`config.mk`:
```
export PLATFORM = sky130hd
export DESIGN_NAME = mux_scan_serializer_flat
export DESIGN_NICKNAME = d
export VERILOG_FILES = /design/src/rtl/mux_scan_serializer_if.sv /design/src/rtl/mux_scan_serializer.sv /design/src/flat_wrapper.sv
export SDC_FILE = /design/constraint.sdc
export NUM_CORES = 1
export LEC_CHECK = 0
export ABC_AREA = 0
export BUFFER_PORTS_ARGS = -buffer_cell sky130_fd_sc_hd__buf_2
export CORE_MARGIN = 1
export CORE_UTILIZATION = 25
export CTS_CLUSTER_DIAMETER = 80
export DETAILED_ROUTE_END_ITERATION = 12
export PLACE_DENSITY = 0.52
export SKIP_CTS_REPAIR_TIMING = 1
export SYNTH_ARGS = -nofsm -noshare
export SYNTH_HDL_FRONTEND = slang
export SYNTH_SLANG_ARGS = --single-unit
```
`constraint.sdc`:
```
create_clock -name clk -period 3.08 [get_ports clk]
set_clock_uncertainty 0.2 [all_clocks]
set_input_delay 0.616 -clock clk [delete_from_list [all_inputs] [get_ports clk]]
set_output_delay 0.616 -clock clk [all_outputs]
set_load 0.005 [all_outputs]
```
`src/rtl/mux_scan_serializer_if.sv`:
```
// Bus between a 16:1 mux scan serializer and its surroundings: word handshake,
// mux drive/return, and the sampled bit and reassembled word outputs.
interface mux_scan_serializer_if;
    logic        in_valid;
    logic [15:0] din;
    logic        in_ready;
    logic [15:0] D;
    logic [3:0]  sel;
    logic        mux_out;
    logic        bit_out;
    logic        bit_valid;
    logic [15:0] cap_word;
    logic        done;

    modport master (
        output in_valid, din, mux_out,
        input  in_ready, D, sel, bit_out, bit_valid, cap_word, done
    );

    modport slave (
        input  in_valid, din, mux_out,
        output in_ready, D, sel, bit_out, bit_valid, cap_word, done
    );
endinterface

```
`src/rtl/mux_scan_serializer.sv`:
```
// Scans a registered 16-bit word through an external 16:1 mux one index at a time
// and rebuilds it from the mux samples. Define SCAN_DIR_DOWN_EN to scan 15 down to 0.
module mux_scan_serializer #(
    parameter int HOLD_CYCLES = 1
) (
    input  logic                  clk,
    input  logic                  rst,
    mux_scan_serializer_if.slave  bus
);

    localparam logic [1:0] ST_IDLE = 2'd0;
    localparam logic [1:0] ST_SCAN = 2'd1;
    localparam logic [1:0] ST_DONE = 2'd2;

`ifdef SCAN_DIR_DOWN_EN
    localparam logic [3:0] FIRST_IDX = 4'd15;
    localparam logic [3:0] LAST_IDX  = 4'd0;
`else
    localparam logic [3:0] FIRST_IDX = 4'd0;
    localparam logic [3:0] LAST_IDX  = 4'd15;
`endif

    localparam logic [7:0] HOLD_LAST = 8'(HOLD_CYCLES - 1);

    logic [1:0]  state_q, state_d;
    logic [15:0] word_q, word_d;
    logic [3:0]  sel_q, sel_d;
    logic [7:0]  hold_q, hold_d;
    logic        bit_out_q, bit_out_d;
    logic        bit_valid_q, bit_valid_d;
    logic        done_q, done_d;
    logic [15:0] cap_q, cap_d;

    logic        accept;
    logic        sample_en;
    logic [3:0]  sel_step;
    logic [15:0] sel_hit;

    assign accept    = (state_q == ST_IDLE) && bus.in_valid;
    assign sample_en = (state_q == ST_SCAN) && (hold_q == HOLD_LAST);

`ifdef SCAN_DIR_DOWN_EN
    assign sel_step = sel_q - 4'd1;
`else
    assign sel_step = sel_q + 4'd1;
`endif

    // One-hot decode of which cap_word bit captures the mux sample this cycle.
    for (genvar gi = 0; gi < 16; gi++) begin : g_hit
        assign sel_hit[gi] = sample_en && (sel_q == 4'(gi));
    end

    always_comb begin
        state_d     = state_q;
        word_d      = word_q;
        sel_d       = sel_q;
        hold_d      = hold_q;
        bit_out_d   = bit_out_q;
        bit_valid_d = 1'b0;
        done_d      = 1'b0;
        cap_d       = cap_q;

        case (state_q)
            ST_IDLE: begin
                if (accept) begin
                    word_d  = bus.din;
                    sel_d   = FIRST_IDX;
                    hold_d  = 8'd0;
                    cap_d   = 16'd0;
                    state_d = ST_SCAN;
                end
            end
            ST_SCAN: begin
                if (sample_en) begin
                    hold_d      = 8'd0;
                    bit_out_d   = bus.mux_out;
                    bit_valid_d = 1'b1;
                    // The terminal index ends the scan; sel stays put rather than wrapping.
                    if (sel_q == LAST_IDX) begin
                        state_d = ST_DONE;
                        done_d  = 1'b1;
                    end else begin
                        sel_d = sel_step;
                    end
                end else begin
                    hold_d = hold_q + 8'd1;
                end
            end
            ST_DONE: begin
                state_d = ST_IDLE;
            end
            default: begin
                state_d = ST_IDLE;
            end
        endcase

        for (int i = 0; i < 16; i++) begin
            if (sel_hit[i]) begin
                cap_d[i] = bus.mux_out;
            end
        end
    end

    always_ff @(posedge clk) begin
        if (rst) begin
            state_q     <= ST_IDLE;
            word_q      <= 16'd0;
            sel_q       <= FIRST_IDX;
            hold_q      <= 8'd0;
            bit_out_q   <= 1'b0;
            bit_valid_q <= 1'b0;
            done_q      <= 1'b0;
            cap_q       <= 16'd0;
        end else begin
            state_q     <= state_d;
            word_q      <= word_d;
            sel_q       <= sel_d;
            hold_q      <= hold_d;
            bit_out_q   <= bit_out_d;
            bit_valid_q <= bit_valid_d;
            done_q      <= done_d;
            cap_q       <= cap_d;
        end
    end

    assign bus.in_ready  = (state_q == ST_IDLE);
    assign bus.D         = word_q;
    assign bus.sel       = sel_q;
    assign bus.bit_out   = bit_out_q;
    assign bus.bit_valid = bit_valid_q;
    assign bus.done      = done_q;
    assign bus.cap_word  = cap_q;

endmodule

```
`src/flat_wrapper.sv`:
```
// flat-port wrapper written by rule: the top's interface ports become plain ports
module mux_scan_serializer_flat 
#(
    parameter int HOLD_CYCLES = 1
)
  (clk, rst, bus_in_valid, bus_din, bus_mux_out, bus_in_ready, bus_D, bus_sel, bus_bit_out, bus_bit_valid, bus_cap_word, bus_done);
  mux_scan_serializer_if bus_i ();
  input  logic clk;
  input  logic rst;
  input wire logic [$bits(bus_i.in_valid)-1:0] bus_in_valid;
  input wire logic [$bits(bus_i.din)-1:0] bus_din;
  input wire logic [$bits(bus_i.mux_out)-1:0] bus_mux_out;
  output wire logic [$bits(bus_i.in_ready)-1:0] bus_in_ready;
  output wire logic [$bits(bus_i.D)-1:0] bus_D;
  output wire logic [$bits(bus_i.sel)-1:0] bus_sel;
  output wire logic [$bits(bus_i.bit_out)-1:0] bus_bit_out;
  output wire logic [$bits(bus_i.bit_valid)-1:0] bus_bit_valid;
  output wire logic [$bits(bus_i.cap_word)-1:0] bus_cap_word;
  output wire logic [$bits(bus_i.done)-1:0] bus_done;
  assign bus_i.in_valid = bus_in_valid;
  assign bus_i.din = bus_din;
  assign bus_i.mux_out = bus_mux_out;
  assign bus_in_ready = bus_i.in_ready;
  assign bus_D = bus_i.D;
  assign bus_sel = bus_i.sel;
  assign bus_bit_out = bus_i.bit_out;
  assign bus_bit_valid = bus_i.bit_valid;
  assign bus_cap_word = bus_i.cap_word;
  assign bus_done = bus_i.done;
  mux_scan_serializer #(.HOLD_CYCLES(HOLD_CYCLES)) u_core (.clk(clk), .rst(rst), .bus(bus_i));
endmodule
```
==> results of run 1 <==
-- power by group --
| part | internal, W | switching [W] |
|---|---|---|
| registers | 0.000650 | 0.0000106 |
| clock network | 0.000264 | 0.000223 |
| logic | 0.0000400 | 0.0000689 |
-- cell families after synthesis --
family,synth area share
muxes,0.0192
xor gates and xnor gates,0.0126
AOI/OAI and AO/OA,0.175
buffers and inverters,0.0503
DFF,0.470
adders and majority gates,0.0359
and+or+nand+nor,0.237
-- final timing paths --
path	slack (ps)	end	cells past startpoint
worst max-delay path	860	u_core.bus.sel[3]	4
worst min register to register	250	u_core.bus.D[9]	2
worst max register to register	860	u_core.bus.sel[3]	4
worst min-delay path	250	u_core.bus.D[9]	2
-- routing by layer --
metal	GRT usage	share of wire
met1	0.158	0.49
met5	0	0
met2	0.202	0.45
met3	0.0382	0.043
met4	0.0346	0.011
-- through the flow --
stage	setup WS, ps	hold slack (ps)
floorplan	1230	240
global placement	730	240
detailed placement	673	245
CTS	903	259
global route	798	277
finish	859	254
-- flip-flops by register name (all words and copies together) (netlist names) --
signal                flops
u_core.bus.bit_valid      1
u_core.bus.sel            4
u_core.bus.D             16
u_core.hold_q             8
u_core.state_q            2
u_core.bus.cap_word      16
u_core.bus.done           1
u_core.bus.bit_out        1
-- synth_stat cells, types with 3 or more instances --
cell type,count
sky130_fd_sc_hd__nand2b_1,3
sky130_fd_sc_hd__and3_1,5
sky130_fd_sc_hd__a31oi_1,12
sky130_fd_sc_hd__xor2_1,3
sky130_fd_sc_hd__nand4_1,6
sky130_fd_sc_hd__clkbuf_1,11
sky130_fd_sc_hd__nor2_1,13
sky130_fd_sc_hd__dfxtp_1,49
sky130_fd_sc_hd__a21oi_1,24
sky130_fd_sc_hd__mux2i_1,4
sky130_fd_sc_hd__nand2_1,48
sky130_fd_sc_hd__a31o_2,3
sky130_fd_sc_hd__nor3_1,5
sky130_fd_sc_hd__nand3_1,15
sky130_fd_sc_hd__a32oi_1,9
sky130_fd_sc_hd__inv_1,7
sky130_fd_sc_hd__ha_1,6
-- layout by cell type, fill, tap and decap left out, types with 6 or more instances in the layout --
master,n
sky130_fd_sc_hd__clkbuf_8,6
sky130_fd_sc_hd__dfxtp_1,49
sky130_fd_sc_hd__a31oi_1,12
sky130_fd_sc_hd__nand2_1,48
sky130_fd_sc_hd__ha_1,6
sky130_fd_sc_hd__a32oi_1,9
sky130_fd_sc_hd__a21oi_1,24
sky130_fd_sc_hd__nor2_1,13
sky130_fd_sc_hd__nand3_1,15
sky130_fd_sc_hd__inv_1,7
sky130_fd_sc_hd__buf_2,59
sky130_fd_sc_hd__nand4_1,6
-- final cells by class --
type | count | area, sq um | area share
Timing Repair Buffer | 62 | 318 | 0.123
Inverter | 7 | 26.3 | 0.0102
Clock inverter | 2 | 37.5 | 0.0146
Clock buffer | 6 | 82.6 | 0.0321
Tap cell | 102 | 128 | 0.0496
Multi-Input combinational cell | 173 | 1000 | 0.389
Sequential cell | 49 | 981 | 0.381
-- worst max-delay path: cells and delay by family, from the launching register on --
family           cells  cell delay (ps)
AND/OR/NAND/NOR      3             1440
AO/OA/AOI/OAI        1              160
flip-flops           1              360
==> summary.txt, run 1 <==
Outcome
  – Result of the run: finished, final reports clean

Clock tree
  – TritonCTS clock tree: yes
  – Root Buffer Master: sky130_fd_sc_hd__clkbuf_8
  – Count of H-tree levels built during CTS: 2
  – Maximum root-to-sink buffer count: 2
  – Cts bufs inserted: 5
  – Number of clock sinks: 49
  – Worst-skew pair later-pin latency: about 300 ps
  – Clock-pin slew on the worst setup and hold paths: 100 ps

Timing
  – Pin slew with the least headroom to its limit: 1120 ps
  – Total negative slack: 0 ps
  – RSZ-0062 raised after global routing: false
  – Setup-violating endpoint count in the final report: 0
  – Shortest period the worst path allows: between 2000 and 2500 ps
  – Achievable clock frequency: between 400 and 500 MHz
  – Fin. max-slew vios: 0
  – Share of the cycle needed by the critical path after routing: 0.721
  – Number of hold violations in the final report: 0
  – Worst slew margin relative to its limit: 0.252

Placed design
  – Placed wire-length estimate after detailed placement: ~3600 microns
  – Post-DP Area: 0.00245 sq mm
  – I/O Buffers: 59
  – Placed cell count: 393
  – Gpl congestion: 0.777

Global route
  – Number of global-route vias before repair: approximately 1.8k
  – Global-route usage over all layers: 0.124
  – Largest net degree at the start of global routing: 30
  – Total grt overflow: 0
  – Wire length of the first global-routing pass: 8490 microns
  – Initial antenna violation count: 0

Routing
  – Routed vias: 1910
  – Antenna-violating nets left: 0
  – DRC violations left: 0
  – Detailed Route Iter0 Violations: 56
  – Wirelength per Cell: 13.0 microns
  – Total length of routed wires: 5230 microns
  – Number of optimization iterations in the first detailed-route pass: 4
  – Average via count per standard cell: approximately 4.8

Setup path
  – Critical path capture point type: register
  – Critical register-to-register path startpoint: u_core.hold_q[3]
  – Launch point of the critical path: u_core.hold_q[3]
  – Crit path arrival time: between 2000 and 2500 ps
  – Cell with the largest stage delay on the worst path: sky130_fd_sc_hd__nand3_1
  – CP Cell Sequence: nor3_1, nand3_1, or3_1, a31oi_1
  – Worst setup path category: register to register
  – Crit path largest cell delay: 490 ps
  – Worst-path fanout max: 11
  – CP Data Required Time: approximately 3100 ps
  – Startpoint class of the critical path: register

Synthesis
  – Cell area after synthesis: 0.00209 sq mm
  – Sequential area share after synthesis: 0.470
  – Number of distinct library cells after synthesis: 36
  – Share of the synthesized area in the top cell type: 0.470
  – Most used flip-flop cell after synthesis: sky130_fd_sc_hd__dfxtp_1
  – Mapped Avg Cell Area: between 8 and 9 sq um
  – Share of flip-flops with an asynchronous set or reset after synthesis: 0
  – Number of enable-type register cells in the synthesized netlist: 0
  – #FFs+latches synth: 49
  – Synth warnings: 0
  – Cell type with the largest total area after synthesis: sky130_fd_sc_hd__dfxtp_1
  – Post-synthesis net count: 270
  – Post-synthesis cell count: between 200 and 250
  – Top area cells in the synthesized netlist: sky130_fd_sc_hd__dfxtp_1 (47%), sky130_fd_sc_hd__nand2_1 (8.6%), sky130_fd_sc_hd__a21oi_1 (5.8%)

Hold path
  – Hold WC Path Type: register to register
  – Min-Delay Startpoint: u_core.bus.D[9]

Cells and area
  – Net count of the finished layout: 324
  – Syn-to-layout area delta: 23.3%
  – Fraction of layout cells with a size suffix above 1: 0.254
  – Non-Filler Instances: 401
  – Number of inserted diodes: 0
  – Post-route cell area: 0.00257 sq mm
  – Post-layout util: 0.326
  – # fillers: 857

Die
  – Starting utilization of the core area: 0.265
  – Site Rows: 32
  – Overall die height: a little over 90 microns
  – Core region area: ~0.0079 sq mm
  – Overall die width: 93.4 microns
  – Die ar.: a little under 0.009 sq mm
  – Boundary Pins: 60

Power
  – Overall power after layout: 0.00126 W
  – Power per unit of standard cell area: 488 mW/mm^2
  – Largest vdd supply drop: 0.186 mV
  – Static Leak: approximately 1.1 nW

Flow run
  – Number of maximum-capacitance violations: 0
Power figures use the tool's default switching activity.
==> run 2, diff against run 1 <==
==> constraint.sdc (replaced) <==
create_clock -name clk -period 2.1 [get_ports clk]
set_clock_uncertainty 0.2 [all_clocks]
set_input_delay 0.42 -clock clk [delete_from_list [all_inputs] [get_ports clk]]
set_output_delay 0.42 -clock clk [all_outputs]
set_load 0.005 [all_outputs]
==> summary.txt, run 2 (same netlist as run 1, synthesis figures left out) <==
Power
  – Largest vdd supply drop: 0.334 mV (was 0.186 mV)
  – Overall power after layout: 0.00185 W (was 0.00126 W)
  – Static Leak: 1.18 nW (was 1.13 nW)
  – Power per unit of standard cell area: 693 mW/mm^2 (was 488 mW/mm^2)

Placed design
  – Placed wire-length estimate after detailed placement: 3690 microns (was 3580 microns)
  – Placed cell count: 403 (was 393)
  – Gpl congestion: 0.741 (was 0.777)
  – I/O Buffers: 59 (unchanged)
  – Post-DP Area: 0.00254 sq mm (was 0.00245 sq mm)

Cells and area
  – Top library cells by usage in the layout, fill and taps aside: sky130_fd_sc_hd__buf_2 (59), sky130_fd_sc_hd__dfxtp_1 (49), sky130_fd_sc_hd__nand2_1 (48) (unchanged)
  – Non-Filler Instances: 411 (was 401)
  – Net count of the finished layout: 334 (was 324)
  – Post-route cell area: 0.00266 sq mm (was 0.00257 sq mm)
  – Post-layout util: 0.337 (was 0.326)
  – Fraction of layout cells with a size suffix above 1: 0.278 (was 0.254)
  – # fillers: 845 (was 857)
  – Most common cell after layout, fill and taps aside: sky130_fd_sc_hd__buf_2 (unchanged)
  – Syn-to-layout area delta: 27.4% (was 23.3%)
  – Number of inserted diodes: 0 (unchanged)

Die
  – Boundary Pins: 60 (unchanged)
  – Core region area: 0.00789 sq mm (unchanged)
  – Overall die width: 93.4 microns (unchanged)
  – Site Rows: 32 (unchanged)
  – Starting utilization of the core area: 0.265 (unchanged)
  – Overall die height: 93.4 microns (unchanged)
  – Die ar.: 0.00872 sq mm (unchanged)

Setup path
  – Critical path capture point type: register (unchanged)
  – Worst-path fanout max: 5 (was 11)
  – Cell with the largest stage delay on the worst path: sky130_fd_sc_hd__or3_1 (was sky130_fd_sc_hd__nand3_1)
  – CP Data Required Time: 2120 ps (was 3120 ps)
  – Crit path arrival time: 1870 ps (was 2260 ps)
  – CP Cell Sequence: inv_1, ha_1, nor4b_4, nand3_1, or3_1, a31oi_1 (was nor3_1, nand3_1, or3_1, a31oi_1)
  – Flop-to-flop setup slack: 250 ps (was 860 ps)
  – Startpoint class of the critical path: register (unchanged)
  – Crit path largest cell delay: 370 ps (was 490 ps)
  – Worst setup path category: register to register (unchanged)

Timing
  – Worst hold-check slack: 155 ps (was 254 ps)
  – Worst slew margin relative to its limit: 0.535 (was 0.252)
  – Achievable clock frequency: 540 MHz (was 450 MHz)
  – RSZ-0062 raised after global routing: false (unchanged)
  – Share of the cycle needed by the critical path after routing: 0.882 (was 0.721)
  – Shortest period the worst path allows: 1850 ps (was 2220 ps)
  – Number of hold violations in the final report: 0 (unchanged)
  – Setup-violating endpoint count in the final report: 0 (unchanged)
  – Pin slew with the least headroom to its limit: 697 ps (was 1120 ps)
  – Fin. max-slew vios: 0 (unchanged)

Routing
  – Detailed Route Iter0 Violations: 76 (was 56)
  – DRC violations left: 0 (unchanged)
  – Total length of routed wires: 5270 microns (was 5230 microns)
  – Wirelength per Cell: 12.8 microns (was 13.0 microns)
  – Antenna-violating nets left: 0 (unchanged)
  – Number of optimization iterations in the first detailed-route pass: 4 (unchanged)
  – Average via count per standard cell: 4.74 (was 4.76)
  – Routed vias: 1947 (was 1910)

Clock tree
  – TritonCTS clock tree: yes (unchanged)
  – Maximum root-to-sink buffer count: 2 (unchanged)
  – Worst-skew pair later-pin latency: 300 ps (about the same)
  – Count of H-tree levels built during CTS: 2 (unchanged)
  – Cts bufs inserted: 5 (unchanged)
  – Clock-pin slew on the worst setup and hold paths: 90 ps (was 100 ps)
  – Root Buffer Master: sky130_fd_sc_hd__clkbuf_8 (unchanged)
  – Number of clock sinks: 49 (unchanged)

Hold path
  – Hold WC Path Type: input port to register (was register to register)

Global route
  – Number of global-route vias before repair: 1836 (was 1772)
  – Global-route usage over all layers: 0.126 (was 0.124)
  – Initial antenna violation count: 0 (unchanged)
  – Total grt overflow: 0 (unchanged)
  – Largest net degree at the start of global routing: 35 (was 30)
  – Wire length of the first global-routing pass: 8710 microns (was 8490 microns)

Flow run
  – Number of maximum-capacitance violations: 0 (unchanged)

Outcome
  – Result of the run: finished, final reports clean (unchanged)
-- run 2: per-stage QoR --
step	TNS [ps]	setup slack (ps)
global route	0	37.0
detailed placement	-103	-49.7
global placement	-5.30	-5.30
floorplan	0	373
finish	0	247
CTS	0	94.9
-- run 2: cell type report --
| cell class | instances | area, sq um | area share |
|---|---|---|---|
| tap | 102 | 128 | 0.0480 |
| clock inverter | 1 | 30.0 | 0.0113 |
| sequential | 49 | 981 | 0.369 |
| multi-input combinational | 173 | 1000 | 0.378 |
| inverter | 7 | 26.3 | 0.00987 |
| clock buffer | 7 | 86.3 | 0.0324 |
| timing repair buffer | 72 | 405 | 0.152 |
-- run 2: final timing paths --
kind	startpoint	to	cells past startpoint
setup / recovery	u_core.hold_q[0]	u_core.bus.sel[3]	6
hold / removal	bus_din[10]	u_core.bus.D[10]	3
setup reg to reg	u_core.hold_q[0]	u_core.bus.sel[3]	6
hold reg to reg	u_core.bus.D[7]	u_core.bus.D[7]	2
-- run 2: power by group --
| group | internal, W | switching, W |
|---|---|---|
| Combinational | 0.0000686 | 0.000105 |
| Clock | 0.000389 | 0.000316 |
| Sequential | 0.000953 | 0.0000144 |
-- run 2: critical path, delay by kind of cell, from the launching register on --
kind,cells,cell delay (ps)
AO/OA/AOI/OAI,1,160
adder cells (fa/ha/maj),1,150
AND/OR/NAND/NOR,3,850
buffers and inverters,1,80
flip-flops,1,340
-- run 2: metal layers --
| metal | track usage | routed length, microns | vias up |
|---|---|---|---|
| li1 | - | - | 996 |
| met3 | 0.0252 | 238 | 4 |
| met2 | 0.203 | 2440 | 46 |
| met4 | 0.0423 | 55 | 0 |
| met1 | 0.168 | 2540 | 901 |
| met5 | 0 | 0 | - |
==> run 3, diff against run 2 <==
--- a/config.mk
+++ b/config.mk
@@ -9,6 +9,7 @@
 export BUFFER_PORTS_ARGS = -buffer_cell sky130_fd_sc_hd__buf_2
 export CORE_MARGIN = 1
 export CORE_UTILIZATION = 25
+export CTS_BUF_LIST = sky130_fd_sc_hd__clkbuf_4 sky130_fd_sc_hd__clkbuf_8 sky130_fd_sc_hd__clkbuf_16
 export CTS_CLUSTER_DIAMETER = 80
 export DETAILED_ROUTE_END_ITERATION = 12
 export PLACE_DENSITY = 0.52
==> summary.txt, run 3 (same netlist as run 1, synthesis figures left out) <==
Cells and area
  – # fillers: 845 (unchanged)
  – Net count of the finished layout: 334 (unchanged)
  – Number of inserted diodes: 0 (unchanged)
  – Most common cell after layout, fill and taps aside: sky130_fd_sc_hd__buf_2 (unchanged)
  – Post-route cell area: 0.00267 sq mm (was 0.00266 sq mm)
  – Fraction of layout cells with a size suffix above 1: 0.282 (was 0.278)
  – Top library cells by usage in the layout, fill and taps aside: sky130_fd_sc_hd__buf_2 (59), sky130_fd_sc_hd__dfxtp_1 (49), sky130_fd_sc_hd__nand2_1 (48) (unchanged)
  – Syn-to-layout area delta: 27.6% (was 27.4%)

Power
  – Static Leak: 1.19 nW (was 1.18 nW)
  – Power per unit of standard cell area: 698 mW/mm^2 (was 693 mW/mm^2)
  – Largest vdd supply drop: 0.334 mV (about the same)

Timing
  – Number of hold violations in the final report: 0 (unchanged)
  – Share of the cycle needed by the critical path after routing: 0.889 (was 0.882)
  – Worst hold-check slack: 154 ps (was 155 ps)
  – Achievable clock frequency: 536 MHz (was 540 MHz)
  – Setup-violating endpoint count in the final report: 0 (unchanged)
  – Worst slew margin relative to its limit: 0.515 (was 0.535)
  – Pin slew with the least headroom to its limit: 726 ps (was 697 ps)
  – RSZ-0062 raised after global routing: false (unchanged)
  – Fin. max-slew vios: 0 (unchanged)
  – Shortest period the worst path allows: 1870 ps (was 1850 ps)

Setup path
  – Number of cells on the critical path: 7 (was 6)
  – Worst setup path category: register to register (unchanged)
  – Number of buffers and inverters on the critical path: 2 (was 1)
  – Critical register-to-register path startpoint: u_core.hold_q[0] (unchanged)
  – Cell with the largest stage delay on the worst path: sky130_fd_sc_hd__dfxtp_1 (was sky130_fd_sc_hd__or3_1)
  – CP Data Required Time: 2090 ps (was 2120 ps)
  – Capturing point of the worst reg2reg path: u_core.bus.cap_word[0] (was u_core.bus.sel[3])
  – Flop-to-flop setup slack: 230 ps (was 250 ps)
  – Worst-path fanout max: 14 (was 5)
  – Startpoint class of the critical path: register (unchanged)
  – CP Cell Sequence: inv_1, ha_1, nor4b_4, and3_1, buf_4, nand3_1, mux2i_1 (was inv_1, ha_1, nor4b_4, nand3_1, or3_1, a31oi_1)
  – Cell count of the worst reg-to-reg path: 7 (was 6)
  – Critical path capture point type: register (unchanged)
  – Crit path largest cell delay: 350 ps (was 370 ps)
  – Family of cells with the greatest summed delay on the critical path: simple AND/OR/NAND/NOR gates (unchanged)
  – Crit path arrival time: 1860 ps (was 1870 ps)

Global route
  – Total grt overflow: 0 (unchanged)
  – Largest net degree at the start of global routing: 35 (unchanged)
  – Number of global-route vias before repair: 1836 (unchanged)
  – Wire length of the first global-routing pass: 8710 microns (unchanged)
  – Global-route usage over all layers: 0.126 (unchanged)
  – Initial antenna violation count: 0 (unchanged)

Routing
  – DRC violations left: 0 (unchanged)
  – Routed vias: 1960 (was 1947)
  – Total length of routed wires: 5330 microns (was 5270 microns)
  – Number of optimization iterations in the first detailed-route pass: 4 (unchanged)
  – Detailed Route Iter0 Violations: 66 (was 76)
  – Wirelength per Cell: 13.0 microns (was 12.8 microns)
  – Antenna-violating nets left: 0 (unchanged)
  – Average via count per standard cell: 4.77 (was 4.74)

Hold path
  – Min-Delay Startpoint: bus_din[10] (unchanged)
  – Worst hold stages: 3 (unchanged)
  – End point of the most critical hold path: u_core.bus.D[10] (unchanged)
  – Hold WC Path Type: input port to register (unchanged)

Placed design
  – Gpl congestion: 0.741 (unchanged)
  – Post-DP Area: 0.00254 sq mm (unchanged)
  – I/O Buffers: 59 (unchanged)
  – Placed wire-length estimate after detailed placement: 3690 microns (unchanged)

Flow run
  – Number of maximum-capacitance violations: 0 (unchanged)

Die
  – Die ar.: 0.00872 sq mm (unchanged)
  – Core region area: 0.00789 sq mm (unchanged)
  – Overall die width: 93.4 microns (unchanged)
  – Starting utilization of the core area: 0.265 (unchanged)
  – Overall die height: 93.4 microns (unchanged)
  – Site Rows: 32 (unchanged)
  – Boundary Pins: 60 (unchanged)

Clock tree
  – Root Buffer Master: sky130_fd_sc_hd__clkbuf_8 (unchanged)
  – Worst-skew pair later-pin latency: 290 ps (was 300 ps)
  – Cts bufs inserted: 5 (unchanged)
  – Number of clock sinks: 49 (unchanged)
  – TritonCTS clock tree: yes (unchanged)
  – Maximum root-to-sink buffer count: 2 (unchanged)
  – Count of H-tree levels built during CTS: 2 (unchanged)
  – Clock-pin slew on the worst setup and hold paths: 100 ps (was 90 ps)

Outcome
  – Result of the run: finished, final reports clean (unchanged)
-- run 3: worst max-delay path by stage --
| stage | end | from | slack (ps) |
|---|---|---|---|
| after global routing | u_core.bus.cap_word[6] | u_core.hold_q[0] | 40 |
| after CTS | u_core.bus.cap_word[15] | u_core.state_q[0] | 90 |
| final | u_core.bus.cap_word[0] | u_core.hold_q[0] | 230 |
| after detailed placement | u_core.bus.cap_word[15] | bus_in_valid | -50 |
| after global placement | u_core.bus.cap_word[15] | bus_in_valid | -5 |
| after floorplan | u_core.hold_q[5] | u_core.hold_q[0] | 370 |
-- run 3: cell type report --
class                           count  area (sq um)  area share
Clock buffer                        7          90.1      0.0338
Clock inverter                      1          30.0      0.0113
Inverter                            7          26.3     0.00986
Multi-Input combinational cell    173          1000       0.377
Sequential cell                    49           981       0.368
Tap cell                          102           128      0.0479
Timing Repair Buffer               72           405       0.152
-- run 3: metal layers --
metal	wire length, microns	vias to the layer above	global-route usage	part of all wire
met5	0	-	0	0
met4	55	0	0.0423	0.010
met3	249	4	0.0252	0.047
met2	2470	50	0.203	0.46
met1	2550	910	0.168	0.48
li1	-	996	-	-
-- run 3: worst register-to-register path: stages, from the launching register on --
cell and delay [ps]:
sky130_fd_sc_hd__dfxtp_1 350, sky130_fd_sc_hd__inv_1 80, sky130_fd_sc_hd__ha_1 150, sky130_fd_sc_hd__nor4b_4 290
sky130_fd_sc_hd__and3_1 230, sky130_fd_sc_hd__buf_4 200, sky130_fd_sc_hd__nand3_1 130, sky130_fd_sc_hd__mux2i_1 140
-- run 3: where the power goes --
part | switching (W) | total (W) | internal, W | leakage, nW
Combinational | 0.000106 | 0.000174 | 0.0000685 | 0.728
Sequential | 0.0000144 | 0.000967 | 0.000953 | 0.398
Clock | 0.000316 | 0.000718 | 0.000402 | 0.0619
Total | 0.000436 | 0.00186 | 0.00142 | 1.19
-- run 3: per-stage QoR --
step / std cells / power, W / worst slack (ps) / util / TNS (ps)
finish: 411 / 0.00186 / 233 / 0.338 / 0
global placement: 403 / 0.00116 / -5.30 / 0.322 / -5.30
floorplan: 244 / 0.00109 / 373 / - / 0
global route: 411 / 0.00193 / 35.9 / 0.338 / 0
detailed placement: 403 / 0.00116 / -49.7 / 0.322 / -103
CTS: 411 / 0.00188 / 94.9 / 0.338 / 0
